===== config.mk =====
export PLATFORM = sky130hd
export DESIGN_NAME = store_write_buffer
export DESIGN_NICKNAME = d
export VERILOG_FILES = /design/src/rtl/wb_pkg.sv /design/src/rtl/wb_lookup.sv /design/src/rtl/store_write_buffer.sv
export SDC_FILE = /design/constraint.sdc
export NUM_CORES = 1
export LEC_CHECK = 0
export ABC_AREA = 0
export BUFFER_PORTS_ARGS = -buffer_cell sky130_fd_sc_hd__buf_4
export CORE_ASPECT_RATIO = 0.6
export CORE_MARGIN = 2
export CORE_UTILIZATION = 45
export DETAILED_ROUTE_END_ITERATION = 8
export PLACE_DENSITY_LB_ADDON = 0.08
export SLEW_MARGIN = 20
export SYNTH_ARGS = -nofsm -noshare
export SYNTH_HDL_FRONTEND = slang
export SYNTH_SLANG_ARGS = --single-unit

===== constraint.sdc =====
create_clock -name clk -period 4.2 [get_ports clk]
set_input_delay 0.84 -clock clk [delete_from_list [all_inputs] [get_ports clk]]
set_output_delay 0.84 -clock clk [all_outputs]
set_load 0.01 [all_outputs]

===== src/rtl/wb_pkg.sv =====
// Shared defaults and drain-state encoding for the store write buffer.
package wb_pkg;

  localparam int unsigned DefDepth    = 4;
  localparam int unsigned DefWriteLat = 4;

  typedef enum logic [1:0] {
    StIdle  = 2'd0,
    StIssue = 2'd1,
    StWait  = 2'd2
  } drain_state_e;

endpackage


===== src/rtl/wb_lookup.sv =====
// Store-to-load forwarding search: youngest valid entry whose address matches wins.
module wb_lookup #(
  parameter int unsigned DEPTH = 4
) (
  input  logic [DEPTH-1:0]           valid,
  input  logic [DEPTH-1:0][15:0]     addr,
  input  logic [DEPTH-1:0][15:0]     data,
  input  logic [$clog2(DEPTH)-1:0]   head,
  input  logic [15:0]                ld_addr,
  output logic                       ld_hit,
  output logic [15:0]                ld_data
);

  localparam int unsigned IdxW = $clog2(DEPTH);

  logic [IdxW-1:0] idx;

  // Walk oldest to youngest so a later match overrides an earlier one.
  always_comb begin
    ld_hit  = 1'b0;
    ld_data = '0;
    idx     = head;
    for (int unsigned i = 0; i < DEPTH; i++) begin
      idx = head + IdxW'(i);
      if (valid[idx] && (addr[idx] == ld_addr)) begin
        ld_hit  = 1'b1;
        ld_data = data[idx];
      end
    end
  end

endmodule


===== src/rtl/store_write_buffer.sv =====
// Store write buffer: coalescing FIFO of pending stores with load forwarding and a
// one-outstanding-write drain FSM towards main memory.
module store_write_buffer
  import wb_pkg::*;
#(
  parameter int unsigned DEPTH     = DefDepth,
  parameter int unsigned WRITE_LAT = DefWriteLat
) (
  input  logic        clk,
  input  logic        rst_n,
  input  logic        st_valid,
  input  logic [15:0] st_addr,
  input  logic [15:0] st_data,
  output logic        st_ready,
  input  logic [15:0] ld_addr,
  output logic        ld_hit,
  output logic [15:0] ld_data,
  output logic        wb_req,
  output logic [15:0] wb_addr,
  output logic [15:0] wb_data,
  input  logic        wb_ack,
  output logic        wb_idle
);

  localparam int unsigned IdxW = $clog2(DEPTH);
  localparam int unsigned CntW = IdxW + 1;
  localparam int unsigned LatW = (WRITE_LAT > 1) ? $clog2(WRITE_LAT) : 1;
  localparam logic [CntW-1:0] Full    = CntW'(DEPTH);
  localparam logic [LatW-1:0] LatLoad = LatW'(WRITE_LAT - 1);

  logic [DEPTH-1:0][15:0] addr_q, data_q;
  logic [DEPTH-1:0]       valid_q;
  logic [IdxW-1:0]        head_q, tail_q, young_idx;
  logic [CntW-1:0]        count_q, count_d;
  logic [LatW-1:0]        lat_q, lat_d;
  drain_state_e           state_q, state_d;
  logic                   coalesce_hit, accept, push, pop, coal_wr;

  assign young_idx = tail_q - 1'b1;

  // The head is locked once the drain FSM has started presenting it to memory.
  assign coalesce_hit = (count_q != '0) && (addr_q[young_idx] == st_addr) &&
                        !((young_idx == head_q) && (state_q != StIdle));

  assign st_ready = (count_q < Full) | coalesce_hit;
  assign accept   = st_valid & st_ready;
  assign coal_wr  = accept & coalesce_hit;
  assign push     = accept & ~coalesce_hit;

  always_comb begin
    state_d = state_q;
    lat_d   = lat_q;
    pop     = 1'b0;
    wb_req  = 1'b0;
    unique case (state_q)
      StIdle: begin
        if (count_q != '0) state_d = StIssue;
      end
      StIssue: begin
        wb_req = 1'b1;
        if (wb_ack) begin
          state_d = StWait;
          lat_d   = LatLoad;
        end
      end
      StWait: begin
        if (lat_q == '0) begin
          pop     = 1'b1;
          state_d = ((count_q > CntW'(1)) || push) ? StIssue : StIdle;
        end else begin
          lat_d = lat_q - 1'b1;
        end
      end
      default: state_d = StIdle;
    endcase
  end

  always_comb begin
    count_d = count_q + CntW'(push) - CntW'(pop);
  end

  always_ff @(posedge clk) begin
    if (!rst_n) begin
      state_q <= StIdle;
      lat_q   <= '0;
      count_q <= '0;
      head_q  <= '0;
      tail_q  <= '0;
      valid_q <= '0;
    end else begin
      state_q <= state_d;
      lat_q   <= lat_d;
      count_q <= count_d;
      if (push) begin
        tail_q          <= tail_q + 1'b1;
        valid_q[tail_q] <= 1'b1;
      end
      if (pop) begin
        head_q          <= head_q + 1'b1;
        valid_q[head_q] <= 1'b0;
      end
    end
  end

  // Payload storage needs no reset; valid bits qualify every use.
  always_ff @(posedge clk) begin
    if (push) begin
      addr_q[tail_q] <= st_addr;
      data_q[tail_q] <= st_data;
    end else if (coal_wr) begin
      data_q[young_idx] <= st_data;
    end
  end

  assign wb_addr = wb_req ? addr_q[head_q] : 16'h0000;
  assign wb_data = wb_req ? data_q[head_q] : 16'h0000;
  assign wb_idle = (count_q == '0) && (state_q == StIdle);

  wb_lookup #(
    .DEPTH(DEPTH)
  ) u_lookup (
    .valid   (valid_q),
    .addr    (addr_q),
    .data    (data_q),
    .head    (head_q),
    .ld_addr (ld_addr),
    .ld_hit  (ld_hit),
    .ld_data (ld_data)
  );

endmodule


== After elaboration in Yosys (flattened, before gate mapping) ==
Cells that the tools add are included.
Cells by class
  multiplexer cells: 63
  bitwise operators: 8
  eq/ne operators: 12
  reduce and logical (&&, ||, !) cells: 22
  magnitude comparators: 11
  add/sub/neg operators: 8
Operators with widths (number)
  binary-select mux 16 bit (select 2 bit): 9
  2-to-1 mux 16 bit: 17
  bitwise mux 64 bit: 3
  2-to-1 mux 64 bit: 2
  equality test 16 bit: 5
  demux 16 bit (select 2 bit): 2
  less-than comparator 2 x 3 -> 1 bit, second input constant: 6
  2-to-1 mux 1 bit: 14
  2-to-1 mux 4 bit: 3
  logical AND 1 bit: 11
  2-to-1 mux 2 bit: 5
  binary-select mux 1 bit (select 2 bit): 4
  != test 2 bit, second input constant: 4
  greater-or-equal comparator 2 x 1 -> 1 bit, second input constant: 3
  one-hot mux 2 bit (3 select lines): 1
  AND reduction 3 bit: 2
  nonzero test 2 bit: 3
  adder 2 x 1 -> 2 bit, second input constant: 2
  adder 2 bit, second input constant: 2
  AND 4 bit: 1
  demux 1 bit (select 2 bit): 2
  logical NOT 2 bit: 2
  inverter 4 bit: 1
  OR 4 bit: 1
  16 further kinds: 19
Word-level totals
  logic and storage cells: 138
  flip-flop bits (word level): 143

== Logic depth before layout (Yosys ltp) ==
Gate-level depths: netlist of the first run.
  depth after elaboration: 13
  depth in mapped cells: 19
  mapped depth without buffers: 14

== Hierarchy ==
A second synthesis of the first run with hierarchy kept.
Second synthesis, totals
  cells, all modules: 1115
  area total of the unflattened synthesis: 12295.5 um2
By module, submodules not included
  store_write_buffer: sequential area each 4144.0 um2, times used 1, cells each 582, area each 7714.9 um2
  wb_lookup: sequential area each 0.0 um2, times used 1, cells each 533, area each 4580.6 um2

== Worst setup path before layout of the first run ==
No wires, ideal clock.
  path kind: register -> output
  from: register head_q[1]
  to: output ld_data[10]
  data arrival time: 3335 ps
  required time: 3360 ps
  path buffers: 4
  cell stages (with the launch flop): 14
  slack: 25 ps
  path through: dfxtp_1 > buf_2 > buf_2 > inv_1 > ha_1 > buf_4 > mux4_2 > xnor2_1 > nand2_1 > a2111oi_0 > nand4_1 > clkbuf_1 > and3b_1 > o221a_2
Between the ends
  longest elaborated chain between the ends: 8
  elaborated cells on any way between the ends: 39
Ends and longest elaborated chain
  from (decl): line store_write_buffer.sv:33  | logic [IdxW-1:0] head_q, tail_q, young_idx;
  from (signal assigned): line store_write_buffer.sv:99  | head_q <= head_q + 1'b1;
  adder 2 x 1 -> 2 bit or binary-select mux 16 bit (select 2 bit) (tied branches): line wb_lookup.sv:24, wb_lookup.sv:25
  binary-select mux 16 bit (select 2 bit) or 2-to-1 mux 16 bit (tied branches): line wb_lookup.sv:25  | if (valid[idx] && (addr[idx] == ld_addr)) begin
  2-to-1 mux 16 bit (not written as such) or equality test 16 bit (tied branches): line wb_lookup.sv:25
  equality test 16 bit or logical AND 1 bit (tied branches): line wb_lookup.sv:25
  logical AND 1 bit or 2-to-1 mux 16 bit (tied branches): line wb_lookup.sv:25
  2-to-1 mux 16 bit (2 in a row): line wb_lookup.sv:25
  2-to-1 mux 16 bit *: line wb_lookup.sv:25
  to (decl): line store_write_buffer.sv:17  | output logic [15:0] ld_data,
Every way passes the cells marked *; elsewhere a longest branch is shown, timed or not. The select of a mux whose other input is x is not followed.

== Final worst setup path of the first run ==
  from: register head_q[0]
  to: output ld_data[14]
Between the ends
  elaborated cells on any way between the ends: 39
RTL lines
  adder 2 bit *: line wb_lookup.sv:24  | idx = head + IdxW'(i);
  net u_lookup.idx[0]: line wb_lookup.sv:16  | logic [IdxW-1:0] idx;
  binary-select mux 16 bit (select 2 bit): line wb_lookup.sv:25
  2-to-1 mux 16 bit (not written as such): line wb_lookup.sv:25
  equality test 16 bit: line wb_lookup.sv:25
  logical AND 1 bit: line wb_lookup.sv:25
  2-to-1 mux 16 bit *: line wb_lookup.sv:25
Mark *: on every way through the listed nets, which the timed path passes. The rest lies on a longest branch. The select of a mux whose other input is x is not followed.

==> results.yml, run 1 <==
worst_setup_path:
  critical_path.top_delay_family: "buffers and inverters"
  critPathMaxStageDelay_ns: 0.39
  setup.worst_path.class: "reg2out"
  cp_cell_sequence: "clkinv_4, ha_4, buf_6, buf_6, mux2i_4, o22ai_1, or3_1, a221oi_2, nand4_1, buf_6, buf_12, mux2_4, o221a_4, buf_6"
  timing.critical_path.mode_cell: "sky130_fd_sc_hd__buf_6"
  worstPathArrival_ns: 3.58
  worstPathBufferInverterCount: 6
  timing.critical_path.from_type: "register"
  cpMaxStageDelayCell: "sky130_fd_sc_hd__or3_1"
  crit_path_max_fanout: 8
  required_ns: 3.36
  cp-end-kind: "output pin"
yosys:
  synthFlopType: "sky130_fd_sc_hd__edfxtp_1"
  synthesis.area_per_instance_um2: 13.99
  synthDominantCellAreaShare_pct: 35.33
  yosys_warnings: 0
  synthesis.instances: 778
  synth.largest_area_cell: "sky130_fd_sc_hd__edfxtp_1"
  seq_area_frac_synth_pct: 38.09
  synth-edff-count: 128
  mappedNetlistArea_um2: 10880
  postSynthRegisterBits: 143
  synth-async-reset-ratio_pct: 0
  synth.net_count: 846
  yosys-top-cells-area: "sky130_fd_sc_hd__edfxtp_1 (35%), sky130_fd_sc_hd__mux4_2 (25%), sky130_fd_sc_hd__xnor2_1 (5.6%)"
  post_synth_num_cell_types: 60
sta:
  slew_headroom_pct: 49.88
  final.setup.tns_ns: -2.702
  final_min_period_over_clock_period_pct: 105.2
  max_clk_rate_mhz: 226.2
  grt_setup_unrepaired: "true"
  drv_slew: 0
  finalWorstPathRequiredPeriod_ns: 4.420
  hold_violations_final: 0
  post-route-worst-setup-slack_ns: -0.2205
  setup_violation_total_in_the_final_timing_report: 16
  worst_pin_slew_ns: 0.7485
  fin_skew_ns: 0.01008
detailed_routing:
  detail_route.vias_per_cell: 6.291
  first_pass_iters: 5
  drtIter0Drc: 827
  detail_route.wl_per_cell_um: 25.20
  final_antenna_net_count: 0
  drt-total-wl_um: 30940
  drcViolationCount: 0
  dr_total_vias: 7725
clock_network:
  sinks_on_clock_net: 143
  holdBufCountCts: 0
  cts_root_buf: "sky130_fd_sc_hd__clkbuf_16"
  clk_path_buf_depth: 2
  worst_skew_pair.late_latency_ns: 0.44
  cts-htree-levels: 4
  tritoncts: "yes"
  clk_pin_slew_worst_paths_ns: 0.07
  cts_made_buffers: 17
floorplanning:
  floorplan.core_area_um2: 23950
  floorplan.die.width_um: 204.7
  die-height_um: 124.4
  floorplan.initialDensity_pct: 45.43
  placement_rows: 44
  die_outline_area_um2: 25480
  design.portCount: 104
outcome:
  run_status: "finished, violations left"
  violations: "negative setup slack"
cells_and_area:
  mostFrequentLayoutCell: "sky130_fd_sc_hd__buf_4"
  final_cell_mix: "sky130_fd_sc_hd__buf_4 (137), sky130_fd_sc_hd__edfxtp_1 (128), sky130_fd_sc_hd__mux4_2 (119)"
  areaGrowthSynthToFinish_pct: 21.54
  final_layout_size_suffix_gt1_share_pct: 41.06
  antenna_cells: 0
  layout.nets: 961
pwr:
  static-leakage-power_nw: 4.659
  power_density_over_the_cells_nw_per_um2: 455.0
  vdd_drop_max_v: 0.0003169
job:
  maxCapViolCount: 0
placed_design:
  post_place_setup_slack_ns: -0.2275
  gpl.final_weighted_congestion: 0.8920
  hpwlAfterDp_um: 21530
  portbufs: 103
grt:
  grt_start_max_net_pins: 56
  wire_length_of_the_first_global_routing_pass_um: 47640
  grt_overflow_total: 0
  grt_antenna_before_repair: 0
  number_of_global_route_vias_before_repair: 7734
  grt_use_total_pct: 25.37
min_path:
  worst_hold_path_type: "reg2reg"
routing by layer:
layer,part of all wire [%],vias to the layer above,global-route usage (%)
met5,0,-,0
met4,1.3,0,6.138
met3,12,31,8.948
met2,42,389,34.10
met1,45,4013,38.83
li1,-,3292,-
sequential cells by signal (all words and copies together) (netlist names):
register	count
count_q	3
valid_q	4
addr_q	64
data_q	64
tail_q	2
state_q	2
lat_q	2
head_q	2
metrics by stage:
stage | utilization, % | hold WS, ns | cell area, µm² | total power [mW] | std cells
3_3_place_gp | 50.33 | 0.5112 | 12050 | 4.114 | 1180
5_1_grt | 55.22 | 0.5519 | 13220 | 6.295 | 1228
4_1_cts | 54.64 | 0.5385 | 13090 | 5.996 | 1225
2_1_floorplan | - | 0.4841 | 10880 | 3.449 | 778
6_report | 55.22 | 0.5300 | 13220 | 6.018 | 1228
3_5_place_dp | 50.33 | 0.5306 | 12050 | 4.160 | 1180
worst min-delay path: cells and delay by family (launching register included):
kind             cells  cell delay [ns]
AO/OA/AOI/OAI        1             0.06
AND/OR/NAND/NOR      1             0.07
flip-flops           1             0.35
where the power goes:
| part | internal (mW) | total, mW | switching [mW] |
|---|---|---|---|
| Clock | 1.11 | 1.73 | 0.616 |
| Combinational | 1.14 | 2.26 | 1.12 |
| Sequential | 1.82 | 2.03 | 0.212 |
| Total | 4.07 | 6.02 | 1.95 |
timing repair:
item                       in CTS  in global routing
gates resized for setup        41                 22
setup endpoints to repair      18                 19
pin swaps                       6                 12
buffers inserted                9                  2
gates cloned                    4                  1
hold endpoints to repair        0                  0
synthesized netlist by cell type (2+ instances only):
master and n:
sky130_fd_sc_hd__o211a_1 4, sky130_fd_sc_hd__o211ai_1 3, sky130_fd_sc_hd__xnor2_1 70, sky130_fd_sc_hd__ha_1 15, sky130_fd_sc_hd__nand3_1 8, sky130_fd_sc_hd__and2b_2 7, sky130_fd_sc_hd__nor3_1 4, sky130_fd_sc_hd__a22oi_1 2
sky130_fd_sc_hd__and2_1 37, sky130_fd_sc_hd__edfxtp_1 128, sky130_fd_sc_hd__xor2_1 17, sky130_fd_sc_hd__buf_1 5, sky130_fd_sc_hd__and2_2 5, sky130_fd_sc_hd__buf_2 20, sky130_fd_sc_hd__inv_1 29, sky130_fd_sc_hd__buf_4 6
sky130_fd_sc_hd__mux2i_1 24, sky130_fd_sc_hd__buf_6 8, sky130_fd_sc_hd__nor4_2 3, sky130_fd_sc_hd__or3_1 2, sky130_fd_sc_hd__nor4_1 2, sky130_fd_sc_hd__and3b_1 16, sky130_fd_sc_hd__dfxtp_1 15, sky130_fd_sc_hd__mux4_1 16
sky130_fd_sc_hd__a21oi_1 5, sky130_fd_sc_hd__a21boi_0 3, sky130_fd_sc_hd__clkbuf_1 20, sky130_fd_sc_hd__o21ai_0 22, sky130_fd_sc_hd__o221a_2 16, sky130_fd_sc_hd__mux2_2 5, sky130_fd_sc_hd__and2b_1 15, sky130_fd_sc_hd__nor2b_1 49
sky130_fd_sc_hd__mux4_2 119, sky130_fd_sc_hd__nand4_1 11, sky130_fd_sc_hd__o221ai_1 2, sky130_fd_sc_hd__nand2_1 16, sky130_fd_sc_hd__a221o_1 2, sky130_fd_sc_hd__nand2b_1 18, sky130_fd_sc_hd__o22ai_1 2, sky130_fd_sc_hd__nor2_1 7
cell type report:
class / count / area (µm²)
inverters: 30 / 117.6
flip-flops and latches: 143 / 4151
clock inverters: 14 / 237.7
repair buffers: 158 / 1431
well taps: 322 / 402.9
multi-input cells: 543 / 6454
fillers: 1930 / 10720
clock buffers: 18 / 429.2
worst paths after layout:
check,slack [ns],end,startpoint,cells after the start
max reg2reg,0.33,count_q[2],tail_q[1],15
min reg2reg,0.53,tail_q[1],tail_q[1],2
min,0.53,tail_q[1],tail_q[1],2
max,-0.22,ld_data[14],head_q[0],14
logic make-up (layout without fill, tap and decap cells):
group | after synthesis | count (layout) | share of synthesized area, %
AO/OA/AOI/OAI | 69 | 69 | 4.933
XOR/XNOR | 87 | 87 | 7.003
adder cells (fa/ha/maj) | 16 | 16 | 1.909
flip-flops | 143 | 143 | 38.09
buffers and inverters | 92 | 220 | 4.416
AND/OR/NAND/NOR | 206 | 206 | 12.22
multiplexers | 165 | 165 | 31.43
(Power assumes the default switching activity.)
==> inputs of run 2 (changes only) <==
--- a/config.mk
+++ b/config.mk
@@ -16,3 +16,4 @@
 export SYNTH_ARGS = -nofsm -noshare
 export SYNTH_HDL_FRONTEND = slang
 export SYNTH_SLANG_ARGS = --single-unit
+export TNS_END_PERCENT = 20
==> run 2 against run 1 <==
Effect of this change:
- the run still ends with negative setup slack left
- non-clock buffer count is 1 lower
- sequential power hardly changed
- hold slack hardly changed
- clock skew hardly changed
- die area stayed put
- highest routed layer unchanged
- critical path type unchanged
==> results.yml, run 2 (synthesis results as in run 1) <==
outcome:
  run_status: "finished, violations left"
  violations: "negative setup slack"
clock_network:
  holdBufCountCts: 0
  worst_skew_pair.late_latency_ns: 0.44
  tritoncts: "yes"
  sinks_on_clock_net: 143
  cts_root_buf: "sky130_fd_sc_hd__clkbuf_16"
  clk_pin_slew_worst_paths_ns: 0.07
  cts_made_buffers: 17
  clk_path_buf_depth: 2
  cts-htree-levels: 4
sta:
  max_clk_rate_mhz: 226.1
  final_min_period_over_clock_period_pct: 105.3
  hold_violations_final: 0
  drv_slew: 0
  final.setup.tns_ns: -2.690
  fin_skew_ns: 0.009695
  finalHoldWorstSlack_ns: 0.5300
  setup_violation_total_in_the_final_timing_report: 16
  worst_pin_slew_ns: 0.7752
  post-route-worst-setup-slack_ns: -0.2224
  grt_setup_unrepaired: "true"
  finalWorstPathRequiredPeriod_ns: 4.422
  slew_headroom_pct: 48.09
worst_setup_path:
  worstPathBufferInverterCount: 6
  crit_path_max_fanout: 8
  cp-startpoint: "head_q[0]"
  timing.critical_path.from_type: "register"
  setup.worst_path.class: "reg2out"
  cp-end-kind: "output pin"
  r2r_cells: 15
  r2r-end: "count_q[2]"
  worstPathArrival_ns: 3.58
  timing.critical_path.mode_cell: "sky130_fd_sc_hd__buf_6"
  critical_path_cell_count: 14
  endpoint: "ld_data[14]"
  critPathMaxStageDelay_ns: 0.39
  reg2reg_slack_ns: 0.30
  cp_cell_sequence: "clkinv_4, ha_4, buf_6, buf_6, mux2i_4, o22ai_1, or3_1, a221oi_2, nand4_1, buf_6, buf_12, mux2_4, o221a_4, buf_6"
  required_ns: 3.36
  worstReg2RegStart: "tail_q[1]"
  cpMaxStageDelayCell: "sky130_fd_sc_hd__dfxtp_4"
  critical_path.top_delay_family: "buffers and inverters"
grt:
  grt_overflow_total: 0
  wire_length_of_the_first_global_routing_pass_um: 47560
  grt_start_max_net_pins: 56
  number_of_global_route_vias_before_repair: 7742
  grt_antenna_before_repair: 0
  grt_use_total_pct: 25.32
detailed_routing:
  final_antenna_net_count: 0
  drcViolationCount: 0
  drtIter0Drc: 830
  first_pass_iters: 5
  detail_route.wl_per_cell_um: 25.29
  dr_total_vias: 7668
  detail_route.vias_per_cell: 6.249
  drt-total-wl_um: 31040
cells_and_area:
  layout.nets: 960
  areaGrowthSynthToFinish_pct: 21.45
  utilization_pct: 55.18
  reg.largest.list: "addr_q x64, data_q x64, valid_q x4"
  mostFrequentLayoutCell: "sky130_fd_sc_hd__buf_4"
  antenna_cells: 0
  final_cell_mix: "sky130_fd_sc_hd__buf_4 (137), sky130_fd_sc_hd__edfxtp_1 (128), sky130_fd_sc_hd__mux4_2 (119)"
  final_layout_size_suffix_gt1_share_pct: 41.22
  final.fill_count: 1930
pwr:
  static-leakage-power_nw: 4.666
  power_density_over_the_cells_nw_per_um2: 455.6
  design_power_total_mw: 6.020
  vdd_drop_max_v: 0.0003218
placed_design:
  gpl.final_weighted_congestion: 0.8920
  post_place_setup_slack_ns: -0.2275
  hpwlAfterDp_um: 21530
  portbufs: 103
min_path:
  worst_hold_path_type: "reg2reg"
floorplanning:
  floorplan.initialDensity_pct: 45.43
  placement_rows: 44
  die-height_um: 124.4
  die_outline_area_um2: 25480
  design.portCount: 104
  floorplan.die.width_um: 204.7
  floorplan.core_area_um2: 23950
job:
  maxCapViolCount: 0
[run 2: changes by cell type in the layout (fill, tap and decap cells not counted)]
cell / previous run / this run
sky130_fd_sc_hd__o21ai_1: 12 / 10
sky130_fd_sc_hd__buf_16: 2 / 1
sky130_fd_sc_hd__o21ai_4: 1 / 0
sky130_fd_sc_hd__bufbuf_16: 3 / 4
sky130_fd_sc_hd__o21ai_2: 3 / 6
sky130_fd_sc_hd__buf_8: 1 / 0
[run 2: cell type report]
cell class,count,area [µm²],share of cell area (%)
tap,322,402.9,3.049
timing repair buffer,157,1421,10.76
sequential,143,4151,31.42
inverter,30,117.6,0.8901
clock buffer,18,429.2,3.248
clock inverter,14,237.7,1.799
multi-input combinational,543,6454,48.84
[run 2: per-layer routing]
| layer | track usage (%) | share of wire (%) | routed length, µm | up-vias |
|---|---|---|---|---|
| li1 | - | - | - | 3292 |
| met1 | 38.43 | 46 | 14190 | 3968 |
| met2 | 34.10 | 42 | 13130 | 379 |
| met3 | 9.262 | 11 | 3320 | 29 |
| met4 | 6.223 | 1.3 | 396 | 0 |
| met5 | 0 | 0 | 0 | - |
[run 2: tightest hold or removal path, cell delays in order (launching register included)]
cell and delay, ns:
sky130_fd_sc_hd__dfxtp_1 0.35, sky130_fd_sc_hd__nand2_1 0.07, sky130_fd_sc_hd__o21ai_0 0.06
[run 2: power breakdown]
group	internal (mW)	switching (mW)
logic	1.14	1.12
registers	1.82	0.212
clock network	1.11	0.618
[run 2: through the flow]
stage               instances  instance area [µm²]
detailed placement       1180                12050
global placement         1180                12050
finish                   1227                13210
global route             1227                13210
floorplan                 778                10880
CTS                      1225                13070
[run 2: timing repair]
item / CTS / global route
gates resized for setup: 25 / 36
pin swaps: 6 / 13
setup endpoints to repair: 18 / 96
buffers inserted: 9 / 1
cloned: 4 / 1
[run 2: how the worst min path moves through the flow]
stage | from | endpoint | cells past startpoint
final | tail_q[1] | tail_q[1] | 2
after global routing | tail_q[1] | tail_q[1] | 2
after CTS | tail_q[1] | tail_q[1] | 2
after detailed placement | tail_q[1] | tail_q[1] | 2
after global placement | tail_q[1] | tail_q[1] | 2
after floorplan | tail_q[1] | tail_q[1] | 2
==> inputs of run 3 (changes only) <==
--- a/config.mk
+++ b/config.mk
@@ -11,7 +11,7 @@
 export CORE_MARGIN = 2
 export CORE_UTILIZATION = 45
 export DETAILED_ROUTE_END_ITERATION = 8
-export PLACE_DENSITY_LB_ADDON = 0.08
+export PLACE_DENSITY_LB_ADDON = 0.25
 export SLEW_MARGIN = 20
 export SYNTH_ARGS = -nofsm -noshare
 export SYNTH_HDL_FRONTEND = slang
==> run 3 against run 2 <==
Effect of this change:
- the flow still finishes with violations (negative setup slack)
- global-route usage fell by 1.1 points
- core utilization grew 0.36 points
- non-clock buffer count increased by 12
- die area did not move
- cell area increased by 0.64%
- sequential cell count stayed put
- via count fell by 1.5%
- clock-buffer cell count is 6 higher
- register-to-register slack improved by 0.08 ns
- clock skew rose by 0.0054 ns
- highest routed layer unchanged
==> results.yml, run 3 (synthesis results as in run 1) <==
worst_setup_path:
  crit_path_max_fanout: 8
  worstPathArrival_ns: 3.58
  required_ns: 3.36
  timing.critical_path.from_type: "register"
  cp-end-kind: "output pin"
  setup.worst_path.class: "reg2out"
outcome:
  violations: "negative setup slack"
  run_status: "finished, violations left"
floorplanning:
  floorplan.core_area_um2: 23950
  floorplan.initialDensity_pct: 45.43
  placement_rows: 44
  design.portCount: 104
  floorplan.die.width_um: 204.7
  die_outline_area_um2: 25480
  die-height_um: 124.4
cells_and_area:
  reg.largest.list: "addr_q x64, data_q x64, valid_q x4"
  layout.nets: 972
  areaGrowthSynthToFinish_pct: 22.23
  final_layout_size_suffix_gt1_share_pct: 41.44
  final_cell_mix: "sky130_fd_sc_hd__buf_4 (129), sky130_fd_sc_hd__edfxtp_1 (128), sky130_fd_sc_hd__mux4_2 (119)"
  postLayoutCellArea_um2: 13300
  mostFrequentLayoutCell: "sky130_fd_sc_hd__buf_4"
detailed_routing:
  drcViolationCount: 0
  detail_route.wl_per_cell_um: 24.31
  first_pass_iters: 5
  drtIter0Drc: 825
  drt-total-wl_um: 30140
  final_antenna_net_count: 0
  detail_route.vias_per_cell: 6.089
  dr_total_vias: 7550
sta:
  setup_violation_total_in_the_final_timing_report: 16
  grt_setup_unrepaired: "true"
  hold_violations_final: 0
  final_min_period_over_clock_period_pct: 105.2
  finalWorstPathRequiredPeriod_ns: 4.419
  post-route-worst-setup-slack_ns: -0.2187
  drv_slew: 0
  worst_pin_slew_ns: 0.7917
  slew_headroom_pct: 46.98
  fin_skew_ns: 0.01510
  max_clk_rate_mhz: 226.3
placed_design:
  hpwlAfterDp_um: 20360
  portbufs: 103
  placed_area_um2: 12290
  gpl.final_weighted_congestion: 0.8690
  post_place_setup_slack_ns: -0.07708
pwr:
  power_density_over_the_cells_nw_per_um2: 436.6
  vdd_drop_max_v: 0.0002419
  static-leakage-power_nw: 4.690
clock_network:
  cts_root_buf: "sky130_fd_sc_hd__clkbuf_16"
  clk_path_buf_depth: 2
  holdBufCountCts: 0
  cts_made_buffers: 17
  tritoncts: "yes"
  cts-htree-levels: 4
  worst_skew_pair.late_latency_ns: 0.43
  clk_pin_slew_worst_paths_ns: 0.06
  sinks_on_clock_net: 143
grt:
  wire_length_of_the_first_global_routing_pass_um: 46220
  number_of_global_route_vias_before_repair: 7353
  grt_start_max_net_pins: 52
  grt_overflow_total: 0
  grt_antenna_before_repair: 1
  grt_use_total_pct: 24.25
min_path:
  worst_hold_path_type: "reg2reg"
job:
  maxCapViolCount: 0
[run 3: cell count changes in the layout (fill, tap and decap cells not counted), sizes merged]
cell    change
bufinv      -6
buf        +16
inv         +3
clkbuf      +5
bufbuf      -3
clkinv      -3
diode       +1
[run 3: layout make-up]
type | instances | area (µm²)
fillers | 1963 | 10650
multi-input cells | 543 | 6399
flip-flops and latches | 143 | 4151
repair buffers | 169 | 1647
clock buffers | 24 | 513.0
well taps | 322 | 402.9
inverters | 30 | 117.6
clock inverters | 8 | 66.31
diodes | 1 | 2.502
[run 3: report_power, final]
group / switching, mW / internal (mW)
clock: 0.626 / 0.864
sequential: 0.217 / 1.82
combinational: 1.08 / 1.21
[run 3: what timing repair did]
| item | 4_1_cts | 5_1_grt |
|---|---|---|
| endpoints found under the hold margin | 0 | 0 |
| setup endpoints to repair | 17 | 18 |
| resized for setup | 39 | 17 |
| gates cloned | 4 | 0 |
| pin swaps | 11 | 8 |
| buffers inserted | 9 | 3 |
[run 3: critical path, cell delays in order (launching register included)]
cell	delay, ns
sky130_fd_sc_hd__dfxtp_4	0.39
sky130_fd_sc_hd__clkinv_4	0.07
sky130_fd_sc_hd__ha_4	0.35
sky130_fd_sc_hd__mux4_2	0.53
sky130_fd_sc_hd__xor2_1	0.16
sky130_fd_sc_hd__buf_4	0.14
sky130_fd_sc_hd__nor4_1	0.27
sky130_fd_sc_hd__buf_4	0.17
sky130_fd_sc_hd__nand4_1	0.09
sky130_fd_sc_hd__buf_6	0.18
sky130_fd_sc_hd__buf_12	0.15
sky130_fd_sc_hd__mux2_2	0.28
sky130_fd_sc_hd__o221a_4	0.26
sky130_fd_sc_hd__buf_6	0.12
[run 3: worst paths after layout]
| kind | from | end | slack (ns) | depth (start not counted) |
|---|---|---|---|---|
| hold reg to reg | tail_q[1] | tail_q[1] | 0.54 | 2 |
| setup / recovery | head_q[0] | ld_data[14] | -0.22 | 13 |
| setup reg to reg | tail_q[0] | data_q[18] | 0.38 | 12 |
| hold / removal | tail_q[1] | tail_q[1] | 0.54 | 2 |
[run 3: through the flow]
| step | instances | setup TNS [ns] | utilization, % | total power [mW] | hold slack, ns |
|---|---|---|---|---|---|
| floorplan | 778 | 0 | - | 3.449 | 0.4841 |
| global placement | 1192 | -0.7282 | 51.34 | 4.205 | 0.5111 |
| detailed placement | 1192 | -0.8650 | 51.34 | 4.228 | 0.5413 |
| CTS | 1237 | -1.981 | 55.21 | 5.787 | 0.5512 |
| global route | 1239 | -3.825 | 55.52 | 6.074 | 0.5704 |
| finish | 1240 | -2.220 | 55.53 | 5.806 | 0.5411 |
[run 3: layer usage]
metal | vias up | GRT usage [%] | wire length (µm)
li1 | 3319 | - | -
met3 | 23 | 6.672 | 2946
met2 | 331 | 31.74 | 12460
met4 | 0 | 4.859 | 289
met5 | - | 0 | 0
met1 | 3877 | 39.50 | 14440
